===== src/rtl/imem_loader.sv =====
// Byte-stream program loader: assembles little-endian 32-bit words and writes them to instruction memory.
// Optional trailing checksum word is enabled with IMEM_LOAD_CHECKSUM_EN.
module imem_loader #(
    parameter int unsigned ADDR_WIDTH = 32,
    parameter int unsigned MEM_SIZE   = 64,
    parameter int unsigned BASE_ADDR  = 0
) (
    input  logic                  clk,
    input  logic                  rst_n,
    input  logic                  start,
    input  logic [ADDR_WIDTH-1:0] word_cnt,
    input  logic                  s_valid,
    input  logic [7:0]            s_data,
    output logic                  s_ready,
    output logic                  we,
    output logic [ADDR_WIDTH-1:0] waddr,
    output logic [31:0]           wdata,
    output logic                  busy,
    output logic                  done,
    output logic                  err
);

`ifdef IMEM_LOAD_CHECKSUM_EN
    typedef enum logic [2:0] {IDLE, LOAD, WRITE, DONE, CHECK} state_t;
`else
    typedef enum logic [1:0] {IDLE, LOAD, WRITE, DONE} state_t;
`endif

    localparam int unsigned EXT_W = ADDR_WIDTH + 3;

    state_t                state_q;
    logic [ADDR_WIDTH-1:0] addr_q;
    logic [ADDR_WIDTH-1:0] rem_q;
    logic [1:0]            lane_q;
    logic [23:0]           word_q;
    logic [23:0]           word_d;
    logic                  s_ready_q;
    logic                  we_q;
    logic [ADDR_WIDTH-1:0] waddr_q;
    logic [31:0]           wdata_q;
    logic                  busy_q;
    logic                  done_q;
    logic                  err_q;
`ifdef IMEM_LOAD_CHECKSUM_EN
    logic [31:0]           csum_q;
`endif

    logic [EXT_W-1:0] end_addr;
    logic             out_of_range;
    logic             hs;

    // Extended width keeps BASE_ADDR + 4*word_cnt from wrapping.
    assign end_addr     = EXT_W'(BASE_ADDR) + (EXT_W'(word_cnt) << 2);
    assign out_of_range = end_addr > EXT_W'(MEM_SIZE);
    assign hs           = s_valid && s_ready_q;

    // Lanes 0..2 are buffered; lane 3 is taken straight from s_data.
    always_comb begin
        word_d = word_q;
        case (lane_q)
            2'd0:    word_d[7:0]   = s_data;
            2'd1:    word_d[15:8]  = s_data;
            2'd2:    word_d[23:16] = s_data;
            default: word_d        = word_q;
        endcase
    end

    always_ff @(posedge clk or negedge rst_n) begin
        if (!rst_n) begin
            state_q   <= IDLE;
            addr_q    <= '0;
            rem_q     <= '0;
            lane_q    <= '0;
            word_q    <= '0;
            s_ready_q <= 1'b0;
            we_q      <= 1'b0;
            waddr_q   <= '0;
            wdata_q   <= '0;
            busy_q    <= 1'b0;
            done_q    <= 1'b0;
            err_q     <= 1'b0;
`ifdef IMEM_LOAD_CHECKSUM_EN
            csum_q    <= '0;
`endif
        end else begin
            case (state_q)
                IDLE: begin
                    if (start) begin
                        err_q <= 1'b0;
                        if (word_cnt == '0) begin
                            done_q  <= 1'b1;
                            state_q <= DONE;
                        end else if (out_of_range) begin
                            err_q   <= 1'b1;
                            done_q  <= 1'b1;
                            state_q <= DONE;
                        end else begin
                            addr_q    <= ADDR_WIDTH'(BASE_ADDR);
                            rem_q     <= word_cnt;
                            lane_q    <= '0;
`ifdef IMEM_LOAD_CHECKSUM_EN
                            csum_q    <= '0;
`endif
                            busy_q    <= 1'b1;
                            s_ready_q <= 1'b1;
                            state_q   <= LOAD;
                        end
                    end
                end
                LOAD: begin
                    if (hs) begin
                        lane_q <= lane_q + 2'd1;
                        if (lane_q == 2'd3) begin
                            wdata_q   <= {s_data, word_q};
                            waddr_q   <= addr_q;
                            we_q      <= 1'b1;
                            s_ready_q <= 1'b0;
                            state_q   <= WRITE;
                        end else begin
                            word_q <= word_d;
                        end
                    end
                end
                WRITE: begin
                    we_q   <= 1'b0;
                    addr_q <= addr_q + ADDR_WIDTH'(4);
                    rem_q  <= rem_q - ADDR_WIDTH'(1);
                    lane_q <= '0;
`ifdef IMEM_LOAD_CHECKSUM_EN
                    csum_q <= csum_q ^ wdata_q;
`endif
                    if (rem_q == ADDR_WIDTH'(1)) begin
`ifdef IMEM_LOAD_CHECKSUM_EN
                        s_ready_q <= 1'b1;
                        state_q   <= CHECK;
`else
                        busy_q  <= 1'b0;
                        done_q  <= 1'b1;
                        state_q <= DONE;
`endif
                    end else begin
                        s_ready_q <= 1'b1;
                        state_q   <= LOAD;
                    end
                end
`ifdef IMEM_LOAD_CHECKSUM_EN
                CHECK: begin
                    if (hs) begin
                        lane_q <= lane_q + 2'd1;
                        if (lane_q == 2'd3) begin
                            if ({s_data, word_q} != csum_q) begin
                                err_q <= 1'b1;
                            end
                            s_ready_q <= 1'b0;
                            busy_q    <= 1'b0;
                            done_q    <= 1'b1;
                            state_q   <= DONE;
                        end else begin
                            word_q <= word_d;
                        end
                    end
                end
`endif
                DONE: begin
                    done_q  <= 1'b0;
                    state_q <= IDLE;
                end
                default: state_q <= IDLE;
            endcase
        end
    end

    assign s_ready = s_ready_q;
    assign we      = we_q;
    assign waddr   = waddr_q;
    assign wdata   = wdata_q;
    assign busy    = busy_q;
    assign done    = done_q;
    assign err     = err_q;

endmodule

===== config.mk =====
export PLATFORM = sky130hd
export DESIGN_NAME = imem_loader
export DESIGN_NICKNAME = d
export VERILOG_FILES = /design/src/rtl/imem_loader.sv
export SDC_FILE = /design/constraint.sdc
export NUM_CORES = 1
export LEC_CHECK = 0
export CAP_MARGIN = 15
export CORE_UTILIZATION = 30
export DETAILED_ROUTE_END_ITERATION = 7
export PLACE_DENSITY_LB_ADDON = 0.12
export SLEW_MARGIN = 40
export SYNTH_ARGS = -nofsm -noshare
export SYNTH_HDL_FRONTEND = slang
export SYNTH_SLANG_ARGS = --single-unit

===== constraint.sdc =====
create_clock -name clk -period 2.35 [get_ports clk]
set_input_delay 0.5875 -clock clk [delete_from_list [all_inputs] [get_ports clk]]
set_output_delay 0.5875 -clock clk [all_outputs]
set_load 0.01 [all_outputs]

==> flow_summary_export.csv <==
group,metric,value,unit
placed_design,routabilityCongestion,0.766,
critical_path,worst_path_dominant_cell_family,"simple AND/OR/NAND/NOR gates",
routing,wirelength,19800,um
placed_design,dpl_cell_area,0.00926,sq mm
floorplan,die_y,158,um
synthesis,simple_gate_portion_of_the_synthesized_area,16.0,%
critical_path,total_stage_count_of_the_critical_path,8,
synthesis,number_of_flops_mapped_to_enable_cells_by_yosys,0,
synthesis,post_synth_xor_area_fraction,0.119,%
floorplan,coreArea,0.0238,sq mm
sta,fin_worst_skew,13.7,ps
power_and_ir_drop,power.leakage,4.23,nW
cells_and_area,sequential_cell_area,0.00393,sq mm
critical_path,critical_path.n_buffers_inverters,3,
global_route,grt_overflow_total,0,
critical_path,rr_startpoint,"rem_q[8]$_DFFE_PN0P_",
clocking,cts_hold_repair.buffers,0,
job,drv.max_cap_violation_count,0,
critical_path,path_cells,"dlygate4sd2_1, nor4_4, xor2_2, o41a_4, buf_12, buf_12, or4_4, a21oi_2",
critical_path,ff_to_ff_setup_slack,100,ps
clocking,clock_path_buffers,2,
floorplan,rows,56,
synthesis,postSynthRegisterBits,157,
placed_design,dp_hpwl,13200,um
power_and_ir_drop,powerDensity,1100,mW/mm^2
synthesis,syn-instance-count,666,
sta,timing.setup.tns,0,ps
floorplan,die-width,158,um
sta,max_slew_margin,65.0,%
clocking,insertion_delay_to_the_later_sink_of_the_worst_skew_pair,420,ps
min_path,hold_class,"in2async",
routing,antenna_violating_nets_post_route,0,
synthesis,synth.area.top_cells,"sky130_fd_sc_hd__dfrtp_1 (54%), sky130_fd_sc_hd__mux2_2 (12%), sky130_fd_sc_hd__o21ai_0 (4.2%)",
routing,route.vias.total,5949,
cells_and_area,mostFrequentLayoutCells,"sky130_fd_sc_hd__dfrtp_1 (157), sky130_fd_sc_hd__mux2_2 (81), sky130_fd_sc_hd__clkdlybuf4s50_1 (77), sky130_fd_sc_hd__o21ai_0 (59), sky130_fd_sc_hd__buf_4 (58)",
sta,hold-worst-slack,113,ps
clocking,cts_tree,"done",
critical_path,critical_path.endpoint_type,"register",
clocking,cts.root.buffer_cell,"sky130_fd_sc_hd__clkbuf_16",
cells_and_area,fillers,2254,
global_route,globalRouteTotalUtil,16.6,%
cells_and_area,post_route_cell_area,0.0101,sq mm
routing,drt_pass1_iterations,5,
synthesis,synth_warnings,0,
clocking,cts-buffers-inserted,17,
critical_path,critPathMaxStageDelay,520,ps
cells_and_area,count_of_nets_after_finishing,880,
routing,detailedRoute.firstIterationViolations,431,
synthesis,synth-adder-area-share,1.19,%
routing,remaining_drc_errors,0,
run_status,outcome,"completed",
floorplan,floorplan.io_pins,113,
critical_path,r2r_cells,6,
critical_path,required,2700,ps
cells_and_area,layout.cells.most_common,"sky130_fd_sc_hd__dfrtp_1",
clocking,cts.sinks,157,
synthesis,yosysTopAreaCell,"sky130_fd_sc_hd__dfrtp_1",
power_and_ir_drop,worst_supply_voltage_drop_on_vdd,0.409,mV
synthesis,dominant_combinational_cell_family_by_area_after_synthesis,"simple AND/OR/NAND/NOR gates",
synthesis,ys.flop_type,"sky130_fd_sc_hd__dfrtp_1",
sta,final.min_clock_period,2320,ps
synthesis,synth_compound_area_share,12.8,%
floorplan,effective_utilization_at_floorplan,30.9,%
routing,wl_per_cell,17.1,um
synthesis,syn-cell-area,0.00733,sq mm
sta,finalSetupViolations,0,
synthesis,proportion_of_synthesized_chip_area_in_sequential_cells,53.6,%
global_route,grt_first_pass_wirelength,31900,um
cells_and_area,drive_gt1_share,26.8,%
synthesis,muxShareOfSynthArea,13.3,%
clocking,ctsHtreeMaxLevel,4,
sta,fin_crit_sh,98.9,%
synthesis,synth_largest_type_area_fraction,53.6,%
sta,maxClockFrequency,430,MHz
cells_and_area,multiInputGateArea,0.00338,sq mm
critical_path,startpoint_type,"input pin",
floorplan,die_area,0.0251,sq mm
global_route,grt_pass1_vias,6060,
cells_and_area,synthToLayoutAreaGrowth,37.4,%
sta,timing_hold_violations_final,0,
synthesis,postSynthAreaPerCell,11.0,sq um
critical_path,path_max_fanout,8,
global_route,antenna_violations_before_repair,1,
synthesis,ys_async_sr_fraction,100,%
sta,timing_max_transition_violations_final,0,
critical_path,critical_path.most_common_cell,"sky130_fd_sc_hd__buf_12",
placed_design,buffer_ports.inserted,110,
critical_path,timing.rr.end,"rem_q[24]$_DFFE_PN0P_",
critical_path,cpMaxStageDelayCell,"sky130_fd_sc_hd__o41a_4",
clocking,clk_pin_slew_worst_paths,60,ps
critical_path,worstPathArrival,2670,ps
sta,tightestPinTransition,521,ps
routing,drt-vias-per-instance,5.12,
global_route,grt_start_max_net_pins,51,
cells_and_area,antenna-diode-count,0,
synthesis,yosysUniqueCellTypes,61,
critical_path,worstSetupPathType,"in2reg",
[through the flow]
stage                     util [%]  total power, mW  setup slack [ps]  instances
final                         42.4             11.1              26.0       1161
after global routing          42.4             11.8             -15.5       1161
after CTS                     42.2             11.2             0.491       1161
after detailed placement      39.0             8.22              -710       1119
after global placement        39.0             8.08              -666       1119
after floorplan                  -             6.29             -18.9        667
[how the worst max path moves through the flow]
| stage | from | to |
|---|---|---|
| global placement | start | addr_q[30]$_DFFE_PN0P_ |
| detailed placement | word_cnt[30] | addr_q[16]$_DFFE_PN0P_ |
| floorplan | word_cnt[31] | addr_q[28]$_DFFE_PN0P_ |
| finish | word_cnt[3] | addr_q[25]$_DFFE_PN0P_ |
| global route | word_cnt[26] | addr_q[25]$_DFFE_PN0P_ |
| CTS | word_cnt[19] | addr_q[25]$_DFFE_PN0P_ |
[per-layer routing]
| layer | routed length, um | GRT usage [%] |
|---|---|---|
| met1 | 8930 | 20.7 |
| met2 | 9860 | 28.7 |
| met3 | 701 | 3.16 |
| met4 | 300 | 5.63 |
| met5 | 10 | 0 |
[what timing repair did]
action,4_1_cts,5_1_grt
resized for setup,50,28
pin swaps,16,12
setup buffers,9,1
setup endpoints to repair,52,21
gates cloned,1,0
endpoints found under the hold margin,0,0
[sequential cells by signal, summed over array words and instances, names as in the netlist, 2 cells and up]
name     flops
addr_q      30
lane_q       2
rem_q       32
state_q      2
waddr       30
wdata       32
word_q      24
[final cells by class]
cell class,instances,area share (%)
flip-flops and latches,157,39.0
multi-input cells,458,33.6
repair buffers,178,16.8
clock buffers,24,4.78
well taps,319,3.96
clock inverters,8,1.29
inverters,17,0.633
[cell usage after synthesis, drive strengths merged (3+ instances only)]
cell	n
a31oi	7
a21oi	41
nand4b	3
o211ai	3
and2	4
mux2i	6
o22ai	3
or4	14
o221a	3
nor4	15
nand4	16
ha	7
mux2	81
inv	17
o41ai	4
nor3	21
o21ai	61
nor2b	3
clkbuf	18
nand2	40
nor2	33
buf	18
o21bai	4
o31ai	12
nor4b	4
nand3	30
or3	13
dfrtp	157
[power breakdown]
group	total [mW]	internal [mW]	switching [mW]
Sequential	4.47	3.73	0.738
Combinational	3.73	2.06	1.67
Clock	2.88	1.77	1.11
Total	11.1	7.56	3.52
[logic make-up after synthesis]
logic type / count (synthesis)
AND/OR/NAND/NOR: 206
adder cells (fa/ha/maj): 7
XOR/XNOR: 1
multiplexers: 87
other: 1
flip-flops: 157
AO/OA/AOI/OAI: 154
buffers and inverters: 53
No activity file was read; power rests on OpenSTA's default activity.
